File: src/rtl/ret_capture_buf.sv
// ret_capture_buf: multi-channel return-data capture buffer.
// A start pulse opens a capture window (RUN). Each channel pushes
// {sample, per-channel index} into its own FIFO. A round-robin arbiter
// feeds a single registered output stage with valid/ready handshake.
// The window closes on stop or on the MAXCYC cycle limit. After that,
// the FIFOs drain (DRAIN), and the block reports DONE.
module ret_capture_buf #(
    parameter  int NCH    = 2,
    parameter  int DW     = 32,
    parameter  int DEPTH  = 16,
    parameter  int IDXW   = 16,
    parameter  int MAXCYC = 100000,
    localparam int CHW    = (NCH > 1) ? $clog2(NCH) : 1
) (
    input  logic              CLOCK,
    input  logic              RESET,
    input  logic              start,
    input  logic              stop,
    input  logic [NCH*DW-1:0] ret_din,
    input  logic [NCH-1:0]    ret_vld,
    output logic              out_valid,
    input  logic              out_ready,
    output logic [DW-1:0]     out_data,
    output logic [CHW-1:0]    out_ch,
    output logic [IDXW-1:0]   out_index,
    output logic [31:0]       cyc_cnt,
    output logic [NCH-1:0]    ovf,
    output logic              busy,
    output logic              done,
    output logic              timeout
);

    localparam int AW = $clog2(DEPTH);
    localparam int EW = DW + IDXW;

    typedef enum logic [1:0] {
        ST_IDLE  = 2'd0,
        ST_RUN   = 2'd1,
        ST_DRAIN = 2'd2,
        ST_DONE  = 2'd3
    } state_t;

    state_t                     r_state;
    state_t                     w_next_state;

    logic [31:0]                r_cyc;
    logic                       r_timeout;
    logic [NCH-1:0]             r_ovf;
    logic [NCH-1:0][IDXW-1:0]   r_idx;
    logic [NCH-1:0][AW:0]       r_wr_ptr;
    logic [NCH-1:0][AW:0]       r_rd_ptr;
    logic [EW-1:0]              r_mem [NCH][DEPTH];

    logic                       r_out_valid;
    logic [DW-1:0]              r_out_data;
    logic [CHW-1:0]             r_out_ch;
    logic [IDXW-1:0]            r_out_index;
    logic [CHW-1:0]             r_last;

    logic                       w_enter_run;
    logic                       w_term;
    logic [NCH-1:0]             w_empty;
    logic [NCH-1:0]             w_full;
    logic [NCH-1:0]             w_push_req;
    logic [NCH-1:0]             w_push;
    logic [NCH-1:0]             w_pop;
    logic [NCH-1:0]             w_drop;
    logic                       w_all_empty;
    logic                       w_any;
    logic                       w_load;
    logic                       w_found;
    logic [CHW-1:0]             w_grant;
    logic [CHW-1:0]             w_cand;
    logic [EW-1:0]              w_head;
    logic                       w_busy;
    logic                       w_done;

    // A window opens only from IDLE or DONE; start is ignored in RUN and DRAIN.
    assign w_enter_run = start && ((r_state == ST_IDLE) || (r_state == ST_DONE));
    // Terminal count: the last RUN cycle allowed by MAXCYC.
    assign w_term      = (r_state == ST_RUN) && (r_cyc == 32'(MAXCYC - 1));

    // FSM state register.
    always_ff @(posedge CLOCK or negedge RESET) begin
        if (!RESET) begin
            r_state <= ST_IDLE;
        end else begin
            r_state <= w_next_state;
        end
    end

    // FSM next-state logic.
    always_comb begin
        w_next_state = r_state;
        case (r_state)
            ST_IDLE: begin
                if (start) w_next_state = ST_RUN;
                else       w_next_state = ST_IDLE;
            end
            ST_RUN: begin
                if (stop || w_term) w_next_state = ST_DRAIN;
                else                w_next_state = ST_RUN;
            end
            ST_DRAIN: begin
                if (w_all_empty && !r_out_valid) w_next_state = ST_DONE;
                else                             w_next_state = ST_DRAIN;
            end
            ST_DONE: begin
                if (start) w_next_state = ST_RUN;
                else       w_next_state = ST_DONE;
            end
            default: w_next_state = ST_IDLE;
        endcase
    end

    // FSM output decode.
    always_comb begin
        w_busy = 1'b0;
        w_done = 1'b0;
        case (r_state)
            ST_RUN:   w_busy = 1'b1;
            ST_DRAIN: w_busy = 1'b1;
            ST_DONE:  w_done = 1'b1;
            default: begin
                w_busy = 1'b0;
                w_done = 1'b0;
            end
        endcase
    end

    // Per-channel FIFO status from the wrap-bit pointer pair.
    always_comb begin
        w_empty = '0;
        w_full  = '0;
        for (int c = 0; c < NCH; c++) begin
            w_empty[c] = (r_wr_ptr[c] == r_rd_ptr[c]);
            w_full[c]  = (r_wr_ptr[c][AW] != r_rd_ptr[c][AW]) &&
                         (r_wr_ptr[c][AW-1:0] == r_rd_ptr[c][AW-1:0]);
        end
    end

    assign w_all_empty = &w_empty;
    assign w_any       = ~w_all_empty;

    // Round-robin grant: search starts at the channel after the last grant.
    always_comb begin
        w_grant = r_last;
        w_found = 1'b0;
        w_cand  = '0;
        for (int i = 1; i <= NCH; i++) begin
            w_cand = ((int'(r_last) + i) >= NCH) ? CHW'(int'(r_last) + i - NCH)
                                                 : CHW'(int'(r_last) + i);
            if (!w_found && !w_empty[w_cand]) begin
                w_found = 1'b1;
                w_grant = w_cand;
            end else begin
                w_found = w_found;
            end
        end
    end

    // The output register loads whenever it is free or being consumed.
    assign w_load = (!r_out_valid || out_ready) && w_any;
    assign w_head = r_mem[w_grant][r_rd_ptr[w_grant][AW-1:0]];

    // Push/pop/drop decisions; a full FIFO popped this cycle still accepts.
    always_comb begin
        w_push_req = '0;
        w_pop      = '0;
        w_push     = '0;
        w_drop     = '0;
        for (int c = 0; c < NCH; c++) begin
            w_push_req[c] = (r_state == ST_RUN) && ret_vld[c];
            w_pop[c]      = w_load && (w_grant == CHW'(c));
            w_push[c]     = w_push_req[c] && (!w_full[c] || w_pop[c]);
            w_drop[c]     = w_push_req[c] && w_full[c] && !w_pop[c];
        end
    end

    // FIFO storage; validity is tracked by the pointers, so no reset here.
    always_ff @(posedge CLOCK) begin
        for (int c = 0; c < NCH; c++) begin
            if (w_push[c]) begin
                r_mem[c][r_wr_ptr[c][AW-1:0]] <= {ret_din[c*DW +: DW], r_idx[c]};
            end
        end
    end

    // FIFO pointers, sample indices and sticky overflow flags.
    always_ff @(posedge CLOCK or negedge RESET) begin
        if (!RESET) begin
            r_wr_ptr <= '0;
            r_rd_ptr <= '0;
            r_idx    <= '0;
            r_ovf    <= '0;
        end else if (w_enter_run) begin
            r_wr_ptr <= '0;
            r_rd_ptr <= '0;
            r_idx    <= '0;
            r_ovf    <= '0;
        end else begin
            for (int c = 0; c < NCH; c++) begin
                if (w_push[c])     r_wr_ptr[c] <= r_wr_ptr[c] + {{AW{1'b0}}, 1'b1};
                if (w_pop[c])      r_rd_ptr[c] <= r_rd_ptr[c] + {{AW{1'b0}}, 1'b1};
                // Index advances even on a dropped sample so the gap is visible.
                if (w_push_req[c]) r_idx[c]    <= r_idx[c] + {{(IDXW-1){1'b0}}, 1'b1};
                if (w_drop[c])     r_ovf[c]    <= 1'b1;
            end
        end
    end

    // RUN cycle counter and sticky timeout flag.
    always_ff @(posedge CLOCK or negedge RESET) begin
        if (!RESET) begin
            r_cyc     <= 32'd0;
            r_timeout <= 1'b0;
        end else if (w_enter_run) begin
            r_cyc     <= 32'd0;
            r_timeout <= 1'b0;
        end else begin
            if (r_state == ST_RUN) r_cyc     <= r_cyc + 32'd1;
            if (w_term)            r_timeout <= 1'b1;
        end
    end

    // Output record register; fields hold while stalled by out_ready=0.
    always_ff @(posedge CLOCK or negedge RESET) begin
        if (!RESET) begin
            r_out_valid <= 1'b0;
            r_out_data  <= '0;
            r_out_ch    <= '0;
            r_out_index <= '0;
            r_last      <= CHW'(NCH - 1);
        end else if (w_enter_run) begin
            r_out_valid <= 1'b0;
            r_last      <= CHW'(NCH - 1);
        end else if (w_load) begin
            r_out_valid <= 1'b1;
            r_out_data  <= w_head[EW-1:IDXW];
            r_out_index <= w_head[IDXW-1:0];
            r_out_ch    <= w_grant;
            r_last      <= w_grant;
        end else if (out_ready) begin
            r_out_valid <= 1'b0;
        end
    end

    assign out_valid = r_out_valid;
    assign out_data  = r_out_data;
    assign out_ch    = r_out_ch;
    assign out_index = r_out_index;
    assign cyc_cnt   = r_cyc;
    assign ovf       = r_ovf;
    assign timeout   = r_timeout;
    assign busy      = w_busy;
    assign done      = w_done;

endmodule

File: config.mk
export PLATFORM = sky130hd
export DESIGN_NAME = ret_capture_buf
export DESIGN_NICKNAME = d
export VERILOG_FILES = /design/src/rtl/ret_capture_buf.sv
export SDC_FILE = /design/constraint.sdc
export NUM_CORES = 2
export LEC_CHECK = 0
export CAP_MARGIN = 20
export CORE_ASPECT_RATIO = 0.6
export CORE_UTILIZATION = 60
export CTS_CLUSTER_DIAMETER = 50
export DETAILED_ROUTE_END_ITERATION = 10
export GPL_TIMING_DRIVEN = 1
export PLACE_DENSITY = 0.77
export SKIP_LAST_GASP = 1
export SLEW_MARGIN = 20
export SYNTH_ARGS = -nofsm -noshare
export SYNTH_HDL_FRONTEND = slang
export SYNTH_SLANG_ARGS = --single-unit
File: constraint.sdc
create_clock -name CLOCK -period 8.2 [get_ports CLOCK]
set_input_delay 1.64 -clock CLOCK [delete_from_list [all_inputs] [get_ports CLOCK]]
set_output_delay 1.64 -clock CLOCK [all_outputs]
set_load 0.005 [all_outputs]
==> impl_metrics.toml <==
[global_routing]
grt_max_degree = 137
grt_pass1_wl_um = 248000
grtUsageTotal_pct = 32.0
antenna_found_initial = 9
grt_pass1_vias = 34482
gr-total-overflow = 0

[clock_network]
postCtsSetupBuffers = 0
ctsHoldBuffers = 0
clk_latency_ns = 0.77
cts_sinks = 1676
cts.repair.resized = 0
cts_buffers = 146
htree_levels = 4
clk_pin_slew_worst_paths_ns = 0.07
cts_buffer_depth = 3
tritoncts = "done"
cts-root-buf = "clkbuf_16"

[power]
seqPwrFrac_pct = 42.3
p_leak_nw = 23.5
clkPwrFrac_pct = 28.3
comb_power_share_pct = 29.4
swShare_pct = 34.1
p_int_w = 0.0160
p_switching_w = 0.00829
total_power_w = 0.0243
ir_worst_vdd_v = 0.000505
power_density_nw_per_um2 = 332

[synth]
seq_area_frac_synth_pct = 76.1
synth_cell_types = 46
synth_seq_cells = 1676
synth.avg_cell_area_um2 = 18.7
yosysTopAreaCellShare_pct = 70.7
synth_most_common_cell = "edfxtp_1"
synth-async-reset-ratio_pct = 8.35
netlist_instances = 3497
syn-num-nets = 3585
yosys_most_used_dff = "edfxtp_1"
ys_warn_count = 0
synth_top_area_cell = "edfxtp_1"
synth_area_leaders = "edfxtp_1, mux4_2, dfrtp_1"
synth_edf_count = 1536
syn-cell-area_um2 = 65200
synth_common_cells = "edfxtp_1, nand2_1, mux4_2"

[cells_and_area]
finalInstanceArea_um2 = 73200
nets = 3745
drive_above_1_share_pct = 16.8
area_growth_pct = 12.3
fin_cells = 5199

[sta]
timing.final.crit_share_pct = 59.3
setup_viol_count_final = 0
fin_skew_ns = 0.0335
fin_tns_setup_ns = 0
period_needed_ns = 4.87
hold_ws_ns = 0.510
hold_violations = 0
rsz0062_at_grt = "false"
drv_slew = 0
max_freq_mhz = 206
max_slew.worst_pin.slew_ns = 1.26
max_slew_margin_pct = 15.9

[place]
gp_congestion = 0.950
placed_cells = 4934
placed_cell_area_um2 = 68500
portBuffers = 157
hpwl_um = 99800

[drt]
dr.pass1.iters = 6
drt_iter0_markers = 5852
via_per_inst = 6.90
antenna_left = 0
finalWirelength_um = 173000
wl_per_cell_um = 33.2
vias = 35858
drcViolationCount = 0

[floorplanning]
num_io_pins = 158
dieHeight_um = 257
initial_utilization_pct = 60.7
dieArea_um2 = 110000
core-area_um2 = 108000
rows = 93
die_w_um = 428

[worst_setup_path]
crit_chain = "xnor2_1 > nand4_1 > or2_4 > o21ai_4 > buf_12 > mux2_4 > nand2_2 > o211ai_1"
cp_data_required_time_ns = 8.86
path_class = "flip-flop to flip-flop"
start_kind = "flip-flop"
cp_num_buf_inv = 1
max_stage_delay_ns = 1.12
endpoint_kind = "flip-flop"
crit_family = "simple AND/OR/NAND/NOR gates"
crit_arrival_ns = 5.52
path_max_fanout = 112
crit_slowest_cell = "dfrtp_4"

[min_path]
hp-class = "flip-flop to flip-flop"

[outcome]
status = "finished, final reports clean"

[job]
cap_violations = 0
[cell type report]
type	instances	area (µm²)
diodes	2	5.00
clock buffers	190	4030
clock inverters	73	682
fillers	6703	34300
inverters	13	48.8
multi-input cells	1602	15000
flip-flops and latches	1676	49600
well taps	1425	1780
repair buffers	218	2080
[routing by layer]
layer  routed length (µm)  GRT usage, %  part of all wire (%)  vias to the layer above
met4                 3060          7.31                   1.8                        4
met3                29400          12.6                    17                      228
li1                     -             -                     -                    14323
met5                   22             0                 0.013                        -
met2                71700          42.3                    42                     2848
met1                68600          50.3                    40                    18455
[stage by stage]
stage	worst slack, ns	util [%]
floorplan	2.09	-
global route	3.16	68.1
CTS	3.33	68.1
finish	3.33	68.1
global placement	3.46	63.7
detailed placement	3.37	63.7
[placed cells by master (no fill, tap or decap), types with 5 or more instances in the layout]
cell and count:
a2111oi_0 41, a21oi_1 24, a22oi_1 10, a31oi_1 41, a32oi_1 38, and3_1 8, buf_4 57, bufinv_16 11
clkbuf_1 30, clkbuf_16 152, clkbuf_8 9, clkdlybuf4s50_1 156, clkinv_1 20, clkinv_2 27, clkinv_4 5, dfrtp_1 135
edfxtp_1 1536, ha_1 17, inv_1 13, mux2i_1 152, mux4_2 304, nand2_1 318, nand2b_1 5, nand3_1 235
nand4_1 66, nor2_1 90, nor2_4 25, nor2b_1 42, nor3_1 7, nor3_2 8, o211ai_1 31, o21ai_0 19
or3_1 15, xnor2_1 24, xor2_1 50
[power by group through the flow]
| stage | sequential, W | clock, W | combinational [W] |
|---|---|---|---|
| finish | 0.0103 | 0.00688 | 0.00714 |
| global placement | 0.0104 | 0 | 0.00684 |
| CTS | 0.0103 | 0.00692 | 0.00697 |
| floorplan | 0.0101 | 0 | 0.00440 |
| detailed placement | 0.0104 | 0 | 0.00690 |
| global route | 0.0103 | 0.00724 | 0.00747 |
[cells by family after synthesis]
kind of cell             after synthesis  synth area share, %
buffers and inverters                219                 1.43
flip-flops                          1676                 76.1
AO/OA/AOI/OAI                        213                 2.36
XOR/XNOR                              74                0.993
multiplexers                         459                 12.9
AND/OR/NAND/NOR                      839                 5.93
adder cells (fa/ha/maj)               17                0.326
[worst paths after layout]
check | from | end | slack (ns) | cells past startpoint
worst max-delay path | r_rd_ptr[0] | out_data[29] | 3.33 | 8
worst min-delay path | timeout | timeout | 0.51 | 2
worst max register to register | r_rd_ptr[0] | out_data[29] | 3.33 | 8
worst min register to register | timeout | timeout | 0.51 | 2
max in group asynchronous | RESET | r_rd_ptr[1] | 5.66 | 2
min in group asynchronous | RESET | r_idx[6] | 0.95 | 1
[sequential cells by signal, summed over array words and instances (netlist names)]
| signal | flops |
|---|---|
| r_rd_ptr | 10 |
| r_last | 1 |
| r_state | 2 |
| r_idx | 32 |
| out_ch | 1 |
| timeout | 1 |
| out_valid | 1 |
| out_data | 32 |
| cyc_cnt | 32 |
| r_wr_ptr | 10 |
| r_mem | 1536 |
| ovf | 2 |
| out_index | 16 |
[tightest hold or removal path: stages (launching register included)]
cell	delay [ns]
dfrtp_1	0.35
nor2_1	0.05
nor2_1	0.07
Note: power is estimated with default switching activity, not from simulation.
